===== config.mk =====
export PLATFORM = sky130hd
export DESIGN_NAME = addsub_share_ctrl
export DESIGN_NICKNAME = d
export VERILOG_FILES = /design/src/rtl/addsub_share_pkg.sv /design/src/rtl/adder_16bit_s.sv /design/src/rtl/addsub_rr_arb2.sv /design/src/rtl/addsub_share_ctrl.sv
export SDC_FILE = /design/constraint.sdc
export NUM_CORES = 1
export LEC_CHECK = 0
export BUFFER_PORTS_ARGS = -buffer_cell sky130_fd_sc_hd__buf_2
export CAP_MARGIN = 20
export CELL_PAD_IN_SITES_DETAIL_PLACEMENT = 0
export CELL_PAD_IN_SITES_GLOBAL_PLACEMENT = 1
export CORE_MARGIN = 2
export CORE_UTILIZATION = 30
export DETAILED_ROUTE_END_ITERATION = 10
export PLACE_DENSITY = 0.62
export RECOVER_POWER = 25
export SLEW_MARGIN = 30
export SYNTH_ARGS = -nofsm -noshare
export SYNTH_HDL_FRONTEND = slang
export SYNTH_SLANG_ARGS = --single-unit

===== constraint.sdc =====
create_clock -name clk -period 2.26 [get_ports clk]
set_input_delay 0.452 -clock clk [delete_from_list [all_inputs] [get_ports clk]]
set_output_delay 0.452 -clock clk [all_outputs]
set_load 0.01 [all_outputs]

===== src/rtl/addsub_share_pkg.sv =====
// Shared types and constants for the two-client add/sub sequencer.
package addsub_share_pkg;

  typedef enum logic [1:0] {
    S_IDLE = 2'd0,
    S_EXEC = 2'd1,
    S_RESP = 2'd2
  } state_t;

  localparam logic        OP_ADD   = 1'b0;
  localparam logic        OP_SUB   = 1'b1;
  localparam int          ADDSUB_W = 16;
  localparam logic [15:0] SAT_POS  = 16'h7FFF;
  localparam logic [15:0] SAT_NEG  = 16'h8000;

endpackage


===== src/rtl/adder_16bit_s.sv =====
// 16-bit add/sub datapath: S = A + B, or A + ~B + 1 when Add_ctrl is set.
// Reports carry out and two's-complement overflow of the selected operation.
module adder_16bit_s
  import addsub_share_pkg::*;
(
  input  logic [ADDSUB_W-1:0] A,
  input  logic [ADDSUB_W-1:0] B,
  input  logic                Add_ctrl,
  output logic [ADDSUB_W-1:0] S,
  output logic                C_out,
  output logic                O
);

  logic [ADDSUB_W-1:0] b_eff;
  logic [ADDSUB_W:0]   full;

  // Invert B and inject the carry-in for subtraction; overflow when the
  // effective operands agree in sign and the result does not.
  always_comb begin
    b_eff = (Add_ctrl == OP_SUB) ? ~B : B;
    full  = {1'b0, A} + {1'b0, b_eff} + {{ADDSUB_W{1'b0}}, Add_ctrl};
    S     = full[ADDSUB_W-1:0];
    C_out = full[ADDSUB_W];
    O     = (A[ADDSUB_W-1] == b_eff[ADDSUB_W-1]) &&
            (full[ADDSUB_W-1] != A[ADDSUB_W-1]);
  end

endmodule


===== src/rtl/addsub_rr_arb2.sv =====
// Two-way round-robin arbiter: a lone requester wins, a tie goes to prio.
module addsub_rr_arb2 (
  input  logic [1:0] req,
  input  logic       prio,
  output logic [1:0] gnt,
  output logic       gnt_id
);

  // One-hot grant; gnt_id is the index of the granted client (0 when idle).
  always_comb begin
    gnt = req;
    if (req == 2'b11) begin
      gnt = prio ? 2'b10 : 2'b01;
    end
    gnt_id = gnt[1];
  end

endmodule


===== src/rtl/addsub_share_ctrl.sv =====
// Round-robin sequencer sharing one adder_16bit_s between two req/ack clients.
// IDLE latches the winner's operands, EXEC registers the datapath result,
// RESP pulses the winner's ack and hands priority to the other client.
// Optional macro ADDSUB_SHARE_SAT_EN: saturate rsp_sum on signed overflow.
module addsub_share_ctrl
  import addsub_share_pkg::*;
#(
  parameter int WIDTH = 16
) (
  input  logic             clk,
  input  logic             rst,
  input  logic             req0,
  input  logic             req1,
  input  logic [WIDTH-1:0] a0,
  input  logic [WIDTH-1:0] b0,
  input  logic [WIDTH-1:0] a1,
  input  logic [WIDTH-1:0] b1,
  input  logic             sub0,
  input  logic             sub1,
  output logic             ack0,
  output logic             ack1,
  output logic [WIDTH-1:0] rsp_sum,
  output logic             rsp_cout,
  output logic             rsp_ovf,
  output logic             busy
);

  state_t           state, state_nxt;
  logic             prio;
  logic             gnt_id_q;
  logic [1:0]       gnt;
  logic             gnt_id;

  logic [WIDTH-1:0] a_p0, b_p0;
  logic             sub_p0;

  logic [WIDTH-1:0] dp_sum;
  logic             dp_cout;
  logic             dp_ovf;

  // Clamp to the signed extreme in the direction of A's sign on overflow.
  function automatic logic [WIDTH-1:0] sat_sum(input logic [WIDTH-1:0] raw,
                                               input logic             ovf,
                                               input logic             a_msb);
`ifdef ADDSUB_SHARE_SAT_EN
    if (ovf) begin
      return a_msb ? SAT_NEG : SAT_POS;
    end
    return raw;
`else
    logic unused_sat;
    unused_sat = ovf ^ a_msb;
    return raw;
`endif
  endfunction

  addsub_rr_arb2 u_arb (
    .req    ({req1, req0}),
    .prio   (prio),
    .gnt    (gnt),
    .gnt_id (gnt_id)
  );

  adder_16bit_s u_adder (
    .A        (a_p0),
    .B        (b_p0),
    .Add_ctrl (sub_p0),
    .S        (dp_sum),
    .C_out    (dp_cout),
    .O        (dp_ovf)
  );

  // Control state: FSM, round-robin pointer and the id of the served client.
  always_ff @(posedge clk) begin
    if (rst) begin
      state    <= S_IDLE;
      prio     <= 1'b0;
      gnt_id_q <= 1'b0;
    end else begin
      state <= state_nxt;
      if (state == S_IDLE && gnt != 2'b00) begin
        gnt_id_q <= gnt_id;
      end
      if (state == S_RESP) begin
        prio <= ~gnt_id_q;
      end
    end
  end

  // Next state: one grant walks IDLE -> EXEC -> RESP -> IDLE.
  always_comb begin
    state_nxt = state;
    case (state)
      S_IDLE:  if (gnt != 2'b00) state_nxt = S_EXEC;
      S_EXEC:  state_nxt = S_RESP;
      S_RESP:  state_nxt = S_IDLE;
      default: state_nxt = S_IDLE;
    endcase
  end

  // Stage p0: capture the winner's operands; later input changes are ignored.
  always_ff @(posedge clk) begin
    if (state == S_IDLE && gnt != 2'b00) begin
      a_p0   <= gnt_id ? a1 : a0;
      b_p0   <= gnt_id ? b1 : b0;
      sub_p0 <= gnt_id ? sub1 : sub0;
    end
  end

  // Stage p1: register the datapath result; it holds until the next EXEC.
  always_ff @(posedge clk) begin
    if (rst) begin
      rsp_sum  <= '0;
      rsp_cout <= 1'b0;
      rsp_ovf  <= 1'b0;
    end else if (state == S_EXEC) begin
      rsp_sum  <= sat_sum(dp_sum, dp_ovf, a_p0[WIDTH-1]);
      rsp_cout <= dp_cout;
      rsp_ovf  <= dp_ovf;
    end
  end

  // Ack pulses only during RESP, to exactly one client.
  always_comb begin
    ack0 = (state == S_RESP) && !gnt_id_q;
    ack1 = (state == S_RESP) &&  gnt_id_q;
    busy = (state != S_IDLE);
  end

endmodule


After elaboration in Yosys (flattened, before gate mapping) --
Cells that the tools add are included.
Word-level totals: register bits after elaboration 55, bits of input ports 70, output and inout bits 21, word-level logic and storage cells 35
Cells by class: add/sub/neg operators 2, eq/ne operators 6, muxes and demuxes 8, bitwise operators 2, reductions and logical operators 8
Operators with widths (number):
- two-way mux 16 bit | 3
- adder 16 x 16 -> 17 bit | 1
- adder 17 x 1 -> 17 bit | 1
- NOT 16 bit | 1
- two-way mux 2 bit | 3
- == test 2 bit, second input constant | 2
- logical AND 1 bit | 4
- one-hot mux 2 bit (2 select lines) | 1
- nonzero test 2 bit | 2
- == test 2 x 1 -> 1 bit, second input constant | 1
- zero test 2 bit | 1
- != test 2 bit, second input constant | 1
- == test 1 bit | 1
- zero test 1 bit | 1
- two-way mux 1 bit | 1
- != test 1 bit | 1
- NOT 1 bit | 1

Depth between registers and ports, before layout --
word-level depth 6, mapped depth 10

Hierarchy --
A second synthesis with hierarchy kept.
Second synthesis, totals: cell total of the unflattened synthesis 286, area total of the unflattened synthesis 3180.6 um2
By module, submodules not included:
- addsub_share_ctrl | instances 1, cells each 168, area an instance 2229.6 um2
- adder_16bit_s | instances 1, cells each 114, area an instance 924.6 um2
- addsub_rr_arb2 | instances 1, cells each 4, area an instance 26.3 um2

Worst setup path after synthesis --
Ideal clock, no wire load.
kind reg2reg, start register sub_p0, end register rsp_sum[15], data arrival time 2.309 ns, required time 2.202 ns, path slack -0.107 ns, cell stages (with the launch flop) 11, cells stage by stage edfxtp_1 -> buf_4 -> buf_2 -> xor2_1 -> ha_1 -> a21o_1 -> a21o_1 -> a221oi_4 -> o21ai_2 -> nor4b_2 -> a211o_1
Between the ends: cells in the longest elaborated chain, start to end 3
RTL lines:
- start: declaration | RTL line addsub_share_ctrl.sv:35 | logic sub_p0;
- start signal: assignment | RTL line addsub_share_ctrl.sv:106 | sub_p0 <= gnt_id ? sub1 : sub0;
- two-way mux 16 bit | RTL line adder_16bit_s.sv:20 | b_eff = (Add_ctrl == OP_SUB) ? ~B : B;
- adder 16 x 16 -> 17 bit | RTL line adder_16bit_s.sv:21 | full = {1'b0, A} + {1'b0, b_eff} + {{ADDSUB_W{1'b0}}, Add_ctrl};
- adder 17 x 1 -> 17 bit (*) | RTL line adder_16bit_s.sv:21
- end signal: assignment | RTL line addsub_share_ctrl.sv:117 | rsp_sum <= sat_sum(dp_sum, dp_ovf, a_p0[WIDTH-1]);
- end: declaration | RTL line addsub_share_ctrl.sv:22 | output logic [WIDTH-1:0] rsp_sum,
Mark *: on every way between the ends. The rest lies on a longest branch, timed or not. A chain may end at the register's enable or synchronous reset.

Worst setup path in the final report --
start register sub_p0, end register rsp_sum[12]
Same word-level chain as after synthesis.

==> flow_metrics.py <==
metrics = {
    "outcome": {
        "violations": "negative setup slack",
        "outcome": "finished with violations",
    },
    "worst_setup_path": {
        "cp_max_fo": 4,
        "path_class": "flip-flop to flip-flop",
        "r2r_cells": 11,
        "crit_path_end_kind": "flip-flop",
        "required_ns": 2.49,
        "arrival_ns": 2.69,
        "startpoint_type": "flip-flop",
    },
    "floorplan": {
        "io_pins": 91,
        "die_x_um": 106,
        "die_y_um": 106,
        "die_area_sq_um": 11300,
        "initial_utilization": 0.306,
        "coreArea_sq_um": 10200,
        "rows": 37,
    },
    "sta": {
        "fin_crit_ns": 2.46,
        "slew_viol_final": 0,
        "rsz0062_at_grt": "true",
        "hold_viol_final": 0,
        "slew_headroom": 0.426,
        "setup_tns_ns": -1.08,
        "clock_skew_ns": 0.00901,
        "max_freq_mhz": 406,
        "min_period_over_period": 1.09,
        "hold_slack_ns": 0.436,
        "fin_ws_ns": -0.203,
        "setup_viol": 10,
        "worst_pin_slew_ns": 0.853,
    },
    "global_routing": {
        "grt_overflow": 0,
        "grt_pass1_wl_um": 11200,
        "grt_pass1_vias": 2441,
        "grt_usage": 0.122,
        "grt_start_max_net_pins": 34,
        "antenna_found_initial": 0,
    },
    "yosys": {
        "synth_edf_count": 33,
        "synth_ff_type": "edfxtp_1",
        "synthCells": 276,
        "yosysSeqAreaShare": 0.457,
        "synth_area_leaders": "edfxtp_1 32%, dfxtp_1 14%, mux2_2 12%",
        "synth_nets": 363,
        "synth_top_area_cell": "edfxtp_1",
        "synth_top_area_share": 0.316,
        "syn_avg_cell_area_sq_um": 11.3,
        "yosys_warnings": 0,
        "ys_seq_elements": 55,
        "synthArstFlopShare": 0,
        "netlist_top_cells_count": "33 x edfxtp_1, 33 x mux2_2, 23 x nand2_1",
        "synth_cell_types": 52,
        "synthesis.area_sq_um": 3130,
    },
    "cts": {
        "cts-buffers-inserted": 5,
        "cts_buffer_depth": 2,
        "h-tree-depth": 2,
        "clk_latency_ns": 0.31,
        "ctsHoldBuffers": 0,
        "clkTransAtPathRegs_ns": 0.11,
        "cts_tree": "yes",
        "clock-sinks": 55,
        "cts.root.buffer_cell": "clkbuf_8",
    },
    "routing": {
        "drt-initial-drc-count": 75,
        "vias_per_cell": 4.41,
        "route.met3.wl_um": 320,
        "drt-pass1-iter-count": 4,
        "drc": 0,
        "top_layer": "met4",
        "routed_wl_um": 6660,
        "met2_length_um": 2780,
        "antenna_left": 0,
        "wl_met1_um": 3460,
        "vias": 2384,
        "avgRoutedWirePerCell_um": 12.3,
    },
    "placed_design": {
        "place_congestion": 0.761,
        "detailed_place_hpwl_um": 5070,
        "place_worst_setup_slack_ns": -0.188,
        "io_buffers": 90,
    },
    "run": {
        "maxCapViolCount": 0,
    },
    "power_and_ir_drop": {
        "powerDensity_nw_per_um2": 761,
        "p_leak_nw": 1.77,
        "ir_drop_mv": 0.313,
    },
    "final_layout": {
        "nNetsFinal": 491,
        "syn_to_final_growth_pct": 34.8,
        "antenna_cells": 0,
        "drive_gt1_frac": 0.444,
    },
    "min_path": {
        "hold_path_class": "input port to flip-flop",
        "hold_path_depth": 3,
    },
}
[state kept, by name, indices dropped and copies added, names as in the netlist]
register and cells:
a_p0 16, b_p0 16, rsp_sum 16, state 2, gnt_id_q 1, prio 1, rsp_cout 1, rsp_ovf 1
sub_p0 1
[cell usage in the layout, fill, tap and decap left out, drive strengths merged, types with 3 or more instances in the layout]
cell | Yosys | layout
buf | 5 | 115
edfxtp | 33 | 33
mux2 | 33 | 33
nand2 | 23 | 23
clkbuf | 7 | 23
dfxtp | 22 | 22
xor2 | 19 | 19
a21oi | 18 | 18
ha | 16 | 16
nor2 | 12 | 12
nand3b | 8 | 8
o21ai | 8 | 8
a21o | 7 | 7
inv | 7 | 7
o211ai | 5 | 5
xnor2 | 5 | 5
nand2b | 5 | 5
nor3 | 4 | 4
a211oi | 3 | 3
nand3 | 3 | 3
nor3b | 3 | 3
and2 | 3 | 3
[through the flow]
stage / instances / utilization / power (mW) / cell area (sq um)
after floorplan: 276 / - / 2.06 / 3140
after global placement: 526 / 0.390 / 2.54 / 3990
after detailed placement: 526 / 0.390 / 2.54 / 3990
after CTS: 539 / 0.410 / 3.20 / 4190
after global routing: 541 / 0.413 / 3.44 / 4220
final: 541 / 0.413 / 3.21 / 4220
[worst paths after layout]
kind | from | to | slack [ns]
setup / recovery | sub_p0 | rsp_sum[12] | -0.20
hold / removal | req0 | state[0] | 0.44
setup reg to reg | sub_p0 | rsp_sum[12] | -0.20
hold reg to reg | rsp_sum[2] | rsp_sum[2] | 0.46
[layer usage]
| metal | vias up | track usage |
|---|---|---|
| met5 | - | 0 |
| met4 | 0 | 0.0338 |
| met3 | 6 | 0.0202 |
| met2 | 64 | 0.190 |
| met1 | 1051 | 0.175 |
| li1 | 1263 | - |
[power by group]
| part | total, mW | leakage [nW] | internal, mW | switching [mW] |
|---|---|---|---|---|
| clock | 0.566 | 0.0443 | 0.223 | 0.343 |
| sequential | 1.26 | 0.503 | 1.20 | 0.0601 |
| combinational | 1.38 | 1.23 | 0.705 | 0.678 |
| total | 3.21 | 1.77 | 2.13 | 1.08 |
[repair_timing]
item | in CTS | in global routing
buffers inserted | 5 | 2
setup endpoints to repair | 11 | 14
endpoints found under the hold margin | 0 | 0
pin swaps | 11 | 17
gates resized for setup | 15 | 9
[cells by family (layout without fill, tap and decap cells)]
kind of cell    count (synthesis)  count (layout)  synth area share
compound gates                 55              55             0.133
xor+xnor                       24              24            0.0671
fa+ha+maj                      17              17            0.0703
buf+inv                        19             148            0.0256
flops                          55              55             0.457
mux                            34              34             0.123
simple gates                   72              72             0.124
[final cells by class]
cell class	instances	area [sq um]
clock buffers	5	68.8
inverters	7	26.3
flip-flops and latches	55	1430
clock inverters	3	25.0
fillers	1001	6010
well taps	136	170
multi-input cells	202	1720
repair buffers	133	778
[critical path, stage by stage (launching register included)]
cell and delay (ns):
edfxtp_1 0.48, buf_6 0.16, xor2_2 0.14, inv_2 0.06
fa_2 0.40, nand2b_4 0.16, a21oi_4 0.13, o211ai_1 0.16
buf_4 0.18, a21o_1 0.16, and3b_1 0.18, o41ai_2 0.18
(Power assumes the default switching activity.)
